--- src/rtl/umi_ingress_fifo2.sv ---
// ============================================================================
// umi_ingress_fifo2 : generic 2-entry synchronous FIFO, W-bit payload
// Rev 1.0
// ============================================================================
`default_nettype none

module umi_ingress_fifo2 #(
    parameter int W = 8
) (
    input  logic         clk,
    input  logic         nreset,
    input  logic         push,
    input  logic         pop,
    input  logic [W-1:0] din,
    output logic [W-1:0] dout,
    output logic [1:0]   count,
    output logic         full,
    output logic         empty
);

    logic [W-1:0] r_mem [2];
    logic [W-1:0] r_hold;
    logic         r_wptr;
    logic         r_rptr;
    logic [1:0]   r_count;
    logic         w_push;
    logic         w_pop;

    assign full   = (r_count == 2'd2);
    assign empty  = (r_count == 2'd0);
    assign count  = r_count;
    assign w_push = push & ~full;
    assign w_pop  = pop & ~empty;

    // When empty, present the last popped entry instead of a stale slot
    assign dout = empty ? r_hold : r_mem[r_rptr];

    always_ff @(posedge clk) begin
        if (!nreset) begin
            r_mem[0] <= '0;
            r_mem[1] <= '0;
            r_hold   <= '0;
            r_wptr   <= 1'b0;
            r_rptr   <= 1'b0;
            r_count  <= 2'd0;
        end else begin
            if (w_push) begin
                r_mem[r_wptr] <= din;
                r_wptr        <= ~r_wptr;
            end
            if (w_pop) begin
                r_hold <= r_mem[r_rptr];
                r_rptr <= ~r_rptr;
            end
            case ({w_push, w_pop})
                2'b10:   r_count <= r_count + 2'd1;
                2'b01:   r_count <= r_count - 2'd1;
                default: r_count <= r_count;
            endcase
        end
    end

endmodule

`default_nettype wire

--- src/rtl/umi_crossbar_ingress.sv ---
// ============================================================================
// umi_crossbar_ingress : per-input crossbar ingress, buffers and port-decodes
// Rev 1.0
// ============================================================================
`default_nettype none

module umi_crossbar_ingress #(
    parameter int DW      = 256,
    parameter int CW      = 32,
    parameter int AW      = 64,
    parameter int N       = 2,
    parameter int IDSB    = 40,
    parameter int DEFPORT = 0
) (
    input  logic          clk,
    input  logic          nreset,
    input  logic          err_clear,
    input  logic          umi_in_valid,
    input  logic [CW-1:0] umi_in_cmd,
    input  logic [AW-1:0] umi_in_dstaddr,
    input  logic [AW-1:0] umi_in_srcaddr,
    input  logic [DW-1:0] umi_in_data,
    output logic          umi_in_ready,
    output logic [N-1:0]  xbar_request,
    output logic [CW-1:0] xbar_cmd,
    output logic [AW-1:0] xbar_dstaddr,
    output logic [AW-1:0] xbar_srcaddr,
    output logic [DW-1:0] xbar_data,
    input  logic          xbar_ready,
    output logic [15:0]   err_count
);

    localparam int              PW        = $clog2(N);
    localparam int              W         = N + CW + 2*AW + DW;
    localparam logic [PW:0]     C_N       = (PW+1)'(N);
    localparam logic [PW-1:0]   C_DEFPORT = PW'(DEFPORT);

    logic [PW-1:0] w_idx;
    logic          w_oor;
    logic [PW-1:0] w_port;
    logic [N-1:0]  w_onehot;
    logic [N-1:0]  w_head_req;
    logic [W-1:0]  w_din;
    logic [W-1:0]  w_dout;
    logic [1:0]    w_count;
    logic          w_full;
    logic          w_empty;
    logic          w_push;
    logic          w_pop;
    logic          w_ready_next;
    logic          r_ready;
    logic [15:0]   r_err_count;

    assign w_idx  = umi_in_dstaddr[IDSB +: PW];
    assign w_oor  = ({1'b0, w_idx} >= C_N);
    assign w_port = w_oor ? C_DEFPORT : w_idx;

    for (genvar g = 0; g < N; g++) begin : g_onehot
        assign w_onehot[g] = (w_port == PW'(g));
    end

    assign w_push = umi_in_valid & r_ready;
    assign w_pop  = (|xbar_request) & xbar_ready;
    assign w_din  = {w_onehot, umi_in_cmd, umi_in_dstaddr, umi_in_srcaddr, umi_in_data};

    umi_ingress_fifo2 #(
        .W (W)
    ) u_fifo (
        .clk    (clk),
        .nreset (nreset),
        .push   (w_push),
        .pop    (w_pop),
        .din    (w_din),
        .dout   (w_dout),
        .count  (w_count),
        .full   (w_full),
        .empty  (w_empty)
    );

    assign {w_head_req, xbar_cmd, xbar_dstaddr, xbar_srcaddr, xbar_data} = w_dout;
    assign xbar_request = w_empty ? '0 : w_head_req;

    // Ready is low next cycle exactly when the FIFO ends this cycle with 2 entries
    assign w_ready_next = ~((w_full & ~w_pop) |
                            ((w_count == 2'd1) & w_push & ~w_pop));

    always_ff @(posedge clk) begin
        if (!nreset) begin
            r_ready     <= 1'b0;
            r_err_count <= 16'd0;
        end else begin
            r_ready <= w_ready_next;
            if (err_clear) begin
                r_err_count <= 16'd0;
            end else if (w_push && w_oor && (r_err_count != 16'hFFFF)) begin
                r_err_count <= r_err_count + 16'd1;
            end
        end
    end

    assign umi_in_ready = r_ready;
    assign err_count    = r_err_count;

endmodule

`default_nettype wire

--- config.mk ---
export PLATFORM = sky130hd
export DESIGN_NAME = umi_crossbar_ingress
export DESIGN_NICKNAME = d
export VERILOG_FILES = /design/src/rtl/umi_ingress_fifo2.sv /design/src/rtl/umi_crossbar_ingress.sv
export SDC_FILE = /design/constraint.sdc
export NUM_CORES = 2
export LEC_CHECK = 0
export CAP_MARGIN = 15
export CORE_MARGIN = 5
export CORE_UTILIZATION = 40
export DETAILED_ROUTE_END_ITERATION = 7
export GPL_ROUTABILITY_DRIVEN = 1
export SYNTH_ARGS = -nofsm -noshare
export SYNTH_HDL_FRONTEND = slang
export SYNTH_SLANG_ARGS = --single-unit
--- constraint.sdc ---
create_clock -name clk -period 76.1 [get_ports clk]
set_clock_uncertainty 0.2 [all_clocks]
set_input_delay 11.415 -clock clk [delete_from_list [all_inputs] [get_ports clk]]
set_output_delay 11.415 -clock clk [all_outputs]
set_load 0.02 [all_outputs]
# After elaboration in Yosys (flattened, before gate mapping)
# Memory sizes are Yosys's and may differ from the RTL's. A register that Yosys moved wholly into a read port is not among the register bits.
# Cells that the tools add are included.
# op_classes
n_lt_le_gt_ge,0
n_bitwise,15
eq_ne,4
n_reduce_logical,4
div_mod_pow,0
mux,12
n_mul,0
shifts,0
addsub,2
# op_table
op,count
418-bit two-way mux,2
418-bit OR reduction,1
1-bit two-way mux,8
1-bit bitwise AND,7
1-bit NOT,7
"2-bit by 1-bit == test with 1-bit output, second input constant",2
"2-bit == test, second input constant",2
2-bit case mux with 2 select lines,1
"2-bit by 1-bit adder with 2-bit output, second input constant",1
2-bit zero test,1
2-bit two-way mux,1
2-bit nonzero test,1
2-bit OR reduction,1
"2-bit by 1-bit subtractor with 2-bit output, second input constant",1
1-bit bitwise OR,1
# word_totals
mem_bits_rw,836
ff_bits,423
out_inout_bits,435
romBits,0
latchBits,0
n_memories,1
input_bits,421
# mem_list
memory,depth,word_bits,rd,rd_ports_with_merged_regs,write_ports,line,text
u_fifo.r_mem,2,418,1,1,2,umi_ingress_fifo2.sv:21,logic [W-1:0] r_mem [2];

# Logic depth before layout (Yosys ltp)
# depth
depth_word,9
ltp_mapped,12

# Hierarchy
# From an unflattened synthesis, not the netlist that was laid out.
# unflattened
hier_cells,4611
hier_area_um2,53416.2
# by_module_without_submodules
mod,cells_per_inst,instances,area_each_um2
umi_ingress_fifo2,4582,1,53187.3
umi_crossbar_ingress,29,1,229.0

# Least setup slack after synthesis
# OpenSTA, ideal clock, no wires.
# synth_path
path_type,input -> register
from,input port umi_in_valid
to,"memory u_fifo.r_mem[0][0] (netlist bit), enable pin"
arrival_time_ns,40.560
path_stages,2
required_ns,74.125
slack_ns,33.564
cell_sequence,nand3b_1 -> o21ai_0
# synth_lines
item,line,text
"start, declared",umi_crossbar_ingress.sv:18,"input logic umi_in_valid,"
"end, declared",umi_ingress_fifo2.sv:21,

==> results.py <==
metrics = {
    "hold_path": {
        "holdPathStages": 2,
        "min_to": "u_fifo.r_hold[153]$_SDFFE_PN0P_",
        "hp-class": "flop to flop",
        "worstHoldStart": "u_fifo.r_hold[153]$_SDFFE_PN0P_",
    },
    "final_layout": {
        "final_core_utilization_pct": 50.06,
        "synthToLayoutAreaGrowth_pct": 24.78,
        "fillCellCount": 12700,
        "design.final.nets": 5701,
        "layout-drive-gt1-share_pct": 20.31,
    },
    "clock_tree": {
        "cts-hold-fix-buffers": 0,
        "cts_resized": 0,
        "cts.clk_slew.worst_paths_ns": 0.06,
        "cts_buffers": 144,
        "clock_network_latency_to_the_later_pin_of_the_worst_skew_pair_ns": 0.76,
        "cts_tree": "built",
        "clkSinkCount": 1257,
        "clock_path_buffers": 3,
        "clockRootBuffer": "sky130_fd_sc_hd__clkbuf_16",
        "htree_levels": 4,
        "post_cts_setup_buffer_count": 0,
    },
    "sta": {
        "layout_setup_ws_ns": 58.03,
        "timing.final.hold_violations": 0,
        "slew_headroom_pct": 18.67,
        "finalWorstPathRequiredPeriod_ns": 18.07,
        "max_freq_mhz": 55.33,
        "final_max_slew_viol_count": 0,
        "setup_viol": 0,
        "fin_tns_setup_ns": 0,
        "grt_setup_unrepaired": "no",
        "fin_crit_sh_pct": 23.75,
        "tightest_slew_ns": 1.220,
    },
    "synthesis": {
        "synthFlopType": "sky130_fd_sc_hd__edfxtp_1",
        "yosysUniqueCellTypes": 34,
        "synth_area_per_cell_um2": 12.47,
        "syn-instance-count": 4611,
        "yosysSeqAreaShare_pct": 58.29,
        "yosys-top-cells-count": "836 x sky130_fd_sc_hd__nand2_1, 834 x sky130_fd_sc_hd__edfxtp_1, 833 x sky130_fd_sc_hd__mux2_2, 423 x sky130_fd_sc_hd__dfxtp_1, 419 x sky130_fd_sc_hd__and2_1",
        "mapped_area_um2": 57490,
        "share_of_the_synthesized_area_in_the_top_cell_type_pct": 43.56,
        "synth_top_cells_by_area": "sky130_fd_sc_hd__edfxtp_1 44%, sky130_fd_sc_hd__mux2_2 16%, sky130_fd_sc_hd__dfxtp_1 15%, sky130_fd_sc_hd__mux2i_1 7.3%, sky130_fd_sc_hd__nand2_1 5.5%",
        "ys_ff_latch": 1257,
        "synthMostInstantiatedCell": "sky130_fd_sc_hd__nand2_1",
        "synth_top_area_cell": "sky130_fd_sc_hd__edfxtp_1",
        "synth_edf_count": 834,
        "proportion_of_register_bits_with_asynchronous_set_or_reset_after_synthesis_pct": 0,
        "yosysWarningCount": 0,
    },
    "power_and_ir_drop": {
        "ir_drop_mv": 0.01887,
        "clock_power_share_pct": 38.3,
        "totalPowerFinal_mw": 1.766,
        "power_leakage_nw": 30.49,
        "switching_share_pct": 26.33,
        "power_density_nw_per_um2": 24.62,
        "power.share.combinational_pct": 17.5,
        "share_seq_of_total_power_pct": 44.2,
        "p_sw_mw": 0.4650,
        "internal_power_mw": 1.301,
    },
    "critical_path": {
        "r2r_setup_slack_ns": 69.52,
        "worst_path_arrival_time_ns": 6.46,
        "cp.required_ns": 64.49,
        "critPathLaunchType": "flop",
        "worst-setup-path-type": "flop to primary output",
        "worstSetupEndpointType": "primary output",
        "reg2reg_from": "u_fifo.count[0]$_SDFFE_PN0P_",
        "critical-path-slowest-cell": "sky130_fd_sc_hd__dfxtp_4",
        "critPathTopFamily": "buffers and inverters",
        "cp_num_buf_inv": 5,
        "crit_top_cell": "sky130_fd_sc_hd__buf_4",
        "cp_max_fo": 62,
        "cp_cell_sequence": "buf_4 > buf_4 > buf_4 > buf_4 > mux2_2 > mux2_2 > clkdlybuf4s50_1",
        "ff2ff_path_depth": 9,
        "slowest_delay_ns": 0.91,
        "worstReg2RegEnd": "u_fifo.r_mem[1][370]$_SDFFCE_PN0P_",
    },
    "grt": {
        "antenna_found_initial": 51,
        "grt_pass1_wl_um": 241200,
        "largest_net_degree_at_the_start_of_global_routing": 212,
        "via_count_of_the_first_global_routing_pass": 37550,
        "grt_overflow_total": 0,
        "track_usage_pct": 20.68,
    },
    "run_status": {
        "run_status": "complete, no violations",
    },
    "floorplan": {
        "die_width_um": 389.1,
        "die_height_um": 389.1,
        "design.portCount": 856,
        "rows": 139,
        "initial_core_util_pct": 40.12,
        "die_area_um2": 151400,
        "core-area_um2": 143300,
    },
    "route": {
        "drcViolationCount": 0,
        "drt_pass1_iterations": 6,
        "route.detailed.wl_per_inst_um": 22.15,
        "routed_via_density": 5.109,
        "violation_count_after_the_first_detailed_routing_iteration": 1927,
        "dr_total_vias": 37470,
        "detail-route-antenna-nets": 0,
        "routed_wl_um": 162500,
    },
    "placed_design": {
        "port_buffers": 838,
        "detailedPlace.worstSlack_ns": 58.06,
        "gp_congestion": 0.7684,
        "place_hpwl_um": 99180,
    },
    "flow_run": {
        "maxCapViolations": 0,
    },
}
-- final cells by class --
cell class | instances | area [um^2] | share of cell area (%)
sequential | 1257 | 33520 | 46.72
multi-input combinational | 2974 | 22290 | 31.06
timing repair buffer | 892 | 8861 | 12.35
clock buffer | 221 | 4138 | 5.768
tap | 1903 | 2381 | 3.319
clock inverter | 46 | 434.2 | 0.6052
antenna | 36 | 90.09 | 0.1256
inverter | 6 | 30.03 | 0.04186
-- power by group through the flow --
stage / logic (mW) / registers (mW) / clock network, mW
after CTS: 0.313 / 0.781 / 0.694
after global placement: 0.311 / 0.793 / 0
after floorplan: 0.183 / 0.821 / 0
after detailed placement: 0.312 / 0.795 / 0
final: 0.309 / 0.781 / 0.676
after global routing: 0.328 / 0.784 / 0.722
-- flip-flops by register name, indices dropped and copies added, names as in the netlist, named ones only --
signal	count
u_fifo.r_wptr	1
u_fifo.r_mem	834
u_fifo.r_hold	417
u_fifo.count	2
u_fifo.r_rptr	1
umi_in_ready	1
-- metrics by stage --
stage / hold WS, ns / area (um^2) / std cells
global route: 0.2654 / 71690 / 7314
finish: 0.2537 / 71740 / 7335
global placement: 0.2412 / 67080 / 7032
CTS: 0.2585 / 71650 / 7299
floorplan: 0.2335 / 57550 / 4626
detailed placement: 0.2495 / 67080 / 7032
-- worst reg2reg max path, stage by stage (launching register included) --
cell and delay (ns):
sky130_fd_sc_hd__dfxtp_1 0.38, sky130_fd_sc_hd__inv_1 0.09, sky130_fd_sc_hd__ha_1 0.23, sky130_fd_sc_hd__and4b_4 0.84, sky130_fd_sc_hd__nand2_1 0.25, sky130_fd_sc_hd__nand2_4 0.75, sky130_fd_sc_hd__buf_4 0.94, sky130_fd_sc_hd__buf_4 0.94
sky130_fd_sc_hd__buf_4 0.78, sky130_fd_sc_hd__buf_4 0.75
-- cells by family (layout without fill, tap and decap cells) --
group | count (synthesis) | count (layout) | share of synthesized area, %
AO/OA/AOI/OAI | 12 | 12 | 0.1284
XOR/XNOR | 3 | 3 | 0.04571
flip-flops | 1257 | 1257 | 58.29
other | 1 | 52 | 0.006522
AND/OR/NAND/NOR | 1687 | 1687 | 14.72
buffers and inverters | 395 | 1165 | 3.108
multiplexers | 1251 | 1251 | 23.59
adder cells (fa/ha/maj) | 5 | 5 | 0.1088
-- worst max-delay path by stage --
stage	slack [ns]	startpoint	cells after the start	to
finish	58.03	flop	7	xbar_data[147]
global route	57.69	flop	7	xbar_data[147]
CTS	57.78	flop	7	xbar_data[147]
detailed placement	58.06	nreset	8	u_fifo.r_mem[1][155]$_SDFFCE_PN0P_
global placement	58.05	nreset	8	u_fifo.r_mem[1][363]$_SDFFCE_PN0P_
floorplan	33.56	umi_in_valid	2	u_fifo.r_mem[0][0]$_SDFFCE_PN0P_
-- per-layer routing --
layer / track usage [%] / wire (um)
met5: 0 / 232
met4: 6.822 / 4877
met3: 6.636 / 12320
met2: 34.47 / 78740
met1: 25.45 / 66320
-- layout by cell type, fill, tap and decap left out, drive strengths merged, types with 5 or more instances in the layout --
cell type / synthesis / final
mux2i: 418 / 418
clkbuf: 303 / 221
o21ai: 5 / 5
conb: 1 / 16
clkinv: 0 / 31
inv: 6 / 15
clkdlybuf4s50: 0 / 837
buf: 86 / 55
mux2: 833 / 833
nand2: 836 / 836
and2: 419 / 419
bufinv: 0 / 5
ha: 5 / 5
diode: 0 / 36
and3: 416 / 416
edfxtp: 834 / 834
dfxtp: 423 / 423
Power figures use the tool's default switching activity.
